===== src/rtl/memory_requester_pkg.sv =====
// Shared widths and FSM state encoding for the data-memory requester.
package memory_requester_pkg;

  localparam int unsigned DATA_WIDTH  = 8;
  localparam int unsigned BURST_WIDTH = 3;

  typedef enum logic [1:0] {
    IDLE  = 2'd0,
    READ  = 2'd1,
    RESP  = 2'd2,
    WRITE = 2'd3
  } memReqState_t;

endpackage


===== src/rtl/memory_requester.sv =====
// Initiator side of the data-memory port: accepts load/store requests, issues
// single-word stores and burst loads, and returns read beats over valid/ready.
module memory_requester #(
  parameter int unsigned DATA_WIDTH  = memory_requester_pkg::DATA_WIDTH,
  parameter int unsigned BURST_WIDTH = memory_requester_pkg::BURST_WIDTH
) (
  input  logic                   _CLK,
  input  logic                   _RESET,
  input  logic                   _reqValid,
  input  logic                   _reqWrite,
  input  logic [DATA_WIDTH-1:0]  _reqAddress,
  input  logic [DATA_WIDTH-1:0]  _reqData,
  input  logic [BURST_WIDTH-1:0] _reqCount,
  output logic                   reqReady,
  output logic                   respValid,
  output logic [DATA_WIDTH-1:0]  respData,
  output logic                   respLast,
  input  logic                   _respReady,
  output logic                   writeDone,
  output logic                   memRead,
  output logic                   memWrite,
  output logic [DATA_WIDTH-1:0]  memAddress,
  output logic [DATA_WIDTH-1:0]  memValueOut,
  input  logic [DATA_WIDTH-1:0]  _memValueIn
);

  import memory_requester_pkg::*;

  memReqState_t            state_q, state_d;
  logic [DATA_WIDTH-1:0]   addr_q, addr_d;
  logic [BURST_WIDTH-1:0]  remaining_q, remaining_d;
  logic [DATA_WIDTH-1:0]   resp_data_q, resp_data_d;
  logic                    resp_last_q, resp_last_d;
  logic                    resp_valid_q, resp_valid_d;
  logic                    write_done_q, write_done_d;
  logic                    mem_read_q, mem_read_d;
  logic                    mem_write_q, mem_write_d;
  logic [DATA_WIDTH-1:0]   mem_address_q, mem_address_d;
  logic [DATA_WIDTH-1:0]   mem_value_q, mem_value_d;

  // Next-state and next-output logic; memory strobes are one-cycle by default.
  always_comb begin
    state_d       = state_q;
    addr_d        = addr_q;
    remaining_d   = remaining_q;
    resp_data_d   = resp_data_q;
    resp_last_d   = resp_last_q;
    resp_valid_d  = resp_valid_q;
    write_done_d  = 1'b0;
    mem_read_d    = 1'b0;
    mem_write_d   = 1'b0;
    mem_address_d = mem_address_q;
    mem_value_d   = mem_value_q;

    case (state_q)
      IDLE: begin
        if (_reqValid) begin
          addr_d        = _reqAddress;
          remaining_d   = _reqCount;
          mem_address_d = _reqAddress;
          if (_reqWrite) begin
            mem_write_d = 1'b1;
            mem_value_d = _reqData;
            state_d     = WRITE;
          end else begin
            mem_read_d = 1'b1;
            state_d    = READ;
          end
        end
      end

      READ: begin
        resp_data_d  = _memValueIn;
        resp_last_d  = (remaining_q == '0);
        resp_valid_d = 1'b1;
        state_d      = RESP;
      end

      RESP: begin
        if (_respReady) begin
          resp_valid_d = 1'b0;
          resp_last_d  = 1'b0;
          if (remaining_q == '0) begin
            state_d = IDLE;
          end else begin
            // Address wraps modulo the memory size.
            addr_d        = DATA_WIDTH'(addr_q + DATA_WIDTH'(1));
            remaining_d   = BURST_WIDTH'(remaining_q - BURST_WIDTH'(1));
            mem_address_d = DATA_WIDTH'(addr_q + DATA_WIDTH'(1));
            mem_read_d    = 1'b1;
            state_d       = READ;
          end
        end
      end

      WRITE: begin
        write_done_d = 1'b1;
        state_d      = IDLE;
      end

      default: state_d = IDLE;
    endcase
  end

  always_ff @(posedge _CLK) begin
    if (_RESET) begin
      state_q       <= IDLE;
      addr_q        <= '0;
      remaining_q   <= '0;
      resp_data_q   <= '0;
      resp_last_q   <= 1'b0;
      resp_valid_q  <= 1'b0;
      write_done_q  <= 1'b0;
      mem_read_q    <= 1'b0;
      mem_write_q   <= 1'b0;
      mem_address_q <= '0;
      mem_value_q   <= '0;
    end else begin
      state_q       <= state_d;
      addr_q        <= addr_d;
      remaining_q   <= remaining_d;
      resp_data_q   <= resp_data_d;
      resp_last_q   <= resp_last_d;
      resp_valid_q  <= resp_valid_d;
      write_done_q  <= write_done_d;
      mem_read_q    <= mem_read_d;
      mem_write_q   <= mem_write_d;
      mem_address_q <= mem_address_d;
      mem_value_q   <= mem_value_d;
    end
  end

  // Ready is held low for the whole time reset is asserted, not just after the edge.
  assign reqReady    = (state_q == IDLE) && !_RESET;
  assign respValid   = resp_valid_q;
  assign respData    = resp_data_q;
  assign respLast    = resp_last_q;
  assign writeDone   = write_done_q;
  assign memRead     = mem_read_q;
  assign memWrite    = mem_write_q;
  assign memAddress  = mem_address_q;
  assign memValueOut = mem_value_q;

endmodule


===== config.mk =====
export PLATFORM = sky130hd
export DESIGN_NAME = memory_requester
export DESIGN_NICKNAME = d
export VERILOG_FILES = /design/src/rtl/memory_requester_pkg.sv /design/src/rtl/memory_requester.sv
export SDC_FILE = /design/constraint.sdc
export NUM_CORES = 1
export LEC_CHECK = 0
export ABC_CLOCK_PERIOD_IN_PS = 1300
export CORE_MARGIN = 4
export CORE_UTILIZATION = 38
export CTS_CLUSTER_DIAMETER = 120
export DETAILED_ROUTE_END_ITERATION = 10
export PLACE_DENSITY = 0.8
export SLEW_MARGIN = 30
export SYNTH_ARGS = -nofsm -noshare
export SYNTH_HDL_FRONTEND = slang
export SYNTH_SLANG_ARGS = --single-unit

===== constraint.sdc =====
create_clock -name _CLK -period 1.3 [get_ports _CLK]
set_input_delay 0.195 -clock _CLK [delete_from_list [all_inputs] [get_ports _CLK]]
set_output_delay 0.195 -clock _CLK [all_outputs]
set_load 0.01 [all_outputs]

==> impl_results.md <==
- Critical path, cell by cell: nor3_2, clkdlybuf4s15_2
- Syn Area/Cell: roughly 8.3 sq um
- Synth area leaders: dfxtp_1 45%, nand2_1 10%, a21oi_1 8.2%
- CP max-delay cell: dfxtp_4
- Site Rows: 22
- Sw Ratio: 0.2960
- Metal2 WL: 2360 microns
- Setup CP Type: reg -> out
- Clock-pin slew on the worst setup and hold paths: approximately 0.070 ns
- Internal: about 1.9 mW
- M1 wire length: about 2100 microns
- Fmax: roughly 0.74 GHz
- First-pass GRT wire length: 7438 microns
- Cell count after synthesis: 184
- VDD IR max: between 500 and 600 uV
- Drt drc: 0
- Sw power: 0.7939 mW
- Leak: 1.113 nW
- Final Hold Viols: 0
- Failing checks: negative setup slack
- Final slew viol count: 0
- Combinational Power Share: 0.293
- Unrepaired setup endpoints after global routing: true
- Synth unique cells: between 40 and 50
- Clk buf depth: 2
- Nets@finish: about 310
- CTS hold repair buffers: 0
- Fin Setup TNS: -0.2203 ns
- Core Region: 3771 sq um
- Wire per inst: roughly 15 microns
- H-tree levels: 2
- Crit-path max FO: 7
- DR vias: between 1500 and 2000
- Overall Global Routing Usage: 0.1798
- Top Metal Used: met4
- Worst EP required: between 1 and 1.5 ns
- WL final: 4712 microns
- Top Ports: a little over 60
- Pre-antenna DRT Iters: 4
- CTS tree: built
- Clock Root Buffer: clkbuf_8
- Share of cells above drive strength 1: 0.2768
- Filler cells: approximately 300
- Synthesized area: between 1500 and 2000 sq um
- Flop pwr share: 0.441
- Synth warnings: 0
- Power per Cell Area: 1016 nW/um^2
- Status: complete, but fails checks
- CTS Sinks: 34
- Relative slew slack: 0.7507
- Setup violations, final: 9
- Clock period minus final worst setup slack: about 1.4 ns
- Hold_ws: between 0.4 and 0.5 ns
- Post-synth top area cell: dfxtp_1
- Area Growth Syn to Fin: 73.60%
- DR vias/cell: around 5.3
- #FFs+latches synth: 34
- Clock power share: 0.266
- CP max stage delay: between 0.3 and 0.4 ns
- Routed wl met3: about 180 microns
- Die area: ~5100 sq um
- Gr ovfl total: 0
- Post-synth EDFFs: 0
- Design Power: roughly 2.7 mW
- Clock Latency Late Sink: between 0.2 and 0.3 ns
- Post-synth top flop: dfxtp_1
- N_diodes: 0
- Setup slack after layout: -0.05748 ns
- Port buffer count: 61
- Antenna viol nets, final: 0
- 1st-iter DRT viols: 97
- Sequential area share after synthesis: 0.4474
- Post-synth ARST share: 0
- Syn Nets: ~220
- Clock skew: between 0.007 and 0.008 ns
- Final Cycle Share: 1.044
- Initial Utilization: 0.4035
- Die span in y: just over 70 microns
- Placer's final routability congestion estimate: 0.8410
- Yosys top cell area share: 0.4474
- Vias in the first global route: 1624
- Largest net degree at the start of global routing: 35
- Kind of end point of the critical path: primary output
- Number of max-cap violations: 0
- DP Wirelength: roughly 3200 microns
- Min-Delay Path Class: in -> reg
- CTS buffer count: 5
- Critical Path Source Type: flop
- Initial antenna violation count: 0
- Die Wd: between 70 and 80 microns
- Worst-Margin Slew: 0.3728 ns
- Crit path max-delay family: flip-flops
- Critical path arrival: about 1.2 ns
- Crit path buffers/inverters: 1
[worst register-to-register path, cell delays in order (launching register included)]
cell and delay [ns]:
dfxtp_2 0.35, nand2b_4 0.15, or3_4 0.39, a2111oi_4 0.29, a31o_1 0.13
[state kept, by name, indices dropped and copies added, names as in the netlist]
| signal | cells |
|---|---|
| respData | 8 |
| respValid | 1 |
| state_q | 2 |
| memWrite | 1 |
| memAddress | 8 |
| remaining_q | 3 |
| respLast | 1 |
| memRead | 1 |
| memValueOut | 8 |
| writeDone | 1 |
[synth_stat cells (4+ instances only)]
library cell,number
a211oi_1,5
a21oi_1,25
clkbuf_1,7
dfxtp_1,34
inv_1,5
nand2_1,41
nor2_1,10
o31ai_1,4
[stage by stage]
step	instance area (sq um)	setup WS, ns	util	instances
global route	2641	-0.1378	0.7004	319
floorplan	1569	-0.02106	-	184
finish	2641	-0.05748	0.7004	319
CTS	2559	-0.04833	0.6785	318
detailed placement	2400	-0.4377	0.6364	309
global placement	2400	-0.4050	0.6364	309
[layer usage]
metal	track usage	up-vias
met3	0.02665	4
met2	0.3010	51
met1	0.2319	813
li1	-	830
met4	0.07098	0
met5	0	-
[kinds of logic after synthesis]
| logic type | share of synthesized area |
|---|---|
| DFF | 0.4474 |
| AOI/OAI and AO/OA | 0.2500 |
| and+or+nand+nor | 0.2237 |
| buffers and inverters | 0.05428 |
| adders and majority gates | 0.02467 |
[cell type report]
cell class	count	area, sq um	area share
tap	48	60.06	0.02274
sequential	34	695.7	0.2634
multi-input combinational	133	928.4	0.3515
inverter	6	30.03	0.01137
timing repair buffer	91	848.3	0.3212
clock inverter	2	10.01	0.003790
clock buffer	5	68.82	0.02605
[final timing paths]
check	startpoint	to	slack, ns	cells after the start
worst min register to register	memValueOut[1]	memValueOut[1]	0.45	2
worst max-delay path	state_q[1]	reqReady	-0.06	2
worst max register to register	state_q[0]	memAddress[3]	-0.05	4
worst min-delay path	_RESET	state_q[1]	0.44	3
[cell usage in the layout, fill, tap and decap left out, types with 2 or more instances in the layout]
cell and n:
nor3b_1 2, dfxtp_1 26, nand2_1 40, clkdlybuf4s50_1 29, inv_2 2, nand3_1 3
clkbuf_8 5, and3_4 2, buf_4 26, clkinv_2 2, ha_4 2, a21oi_1 24
clkinvlp_4 2, nand4_1 2, a211oi_1 5, nor2_4 2, o211ai_1 2, buf_12 2
o31ai_1 3, inv_1 2, o311ai_2 3, a221oi_2 2, a31oi_1 2, nand2b_4 2
dlygate4sd2_1 30, dfxtp_2 6, dfxtp_4 2, nor2_1 9
[power groups by stage]
| stage | logic, mW | clock network (mW) | registers, mW |
|---|---|---|---|
| after floorplan | 0.314 | 0 | 1.22 |
| after global placement | 0.717 | 0 | 1.19 |
| after detailed placement | 0.728 | 0 | 1.20 |
| after CTS | 0.747 | 0.736 | 1.18 |
| after global routing | 0.847 | 0.775 | 1.19 |
| final | 0.785 | 0.714 | 1.18 |
[repair_timing]
item,4_1_cts,5_1_grt
gates cloned,1,1
endpoints found under the setup margin,53,28
resized for setup,55,13
pin swaps,6,2
buffers inserted,1,1
Note: power is estimated with default switching activity, not from simulation.
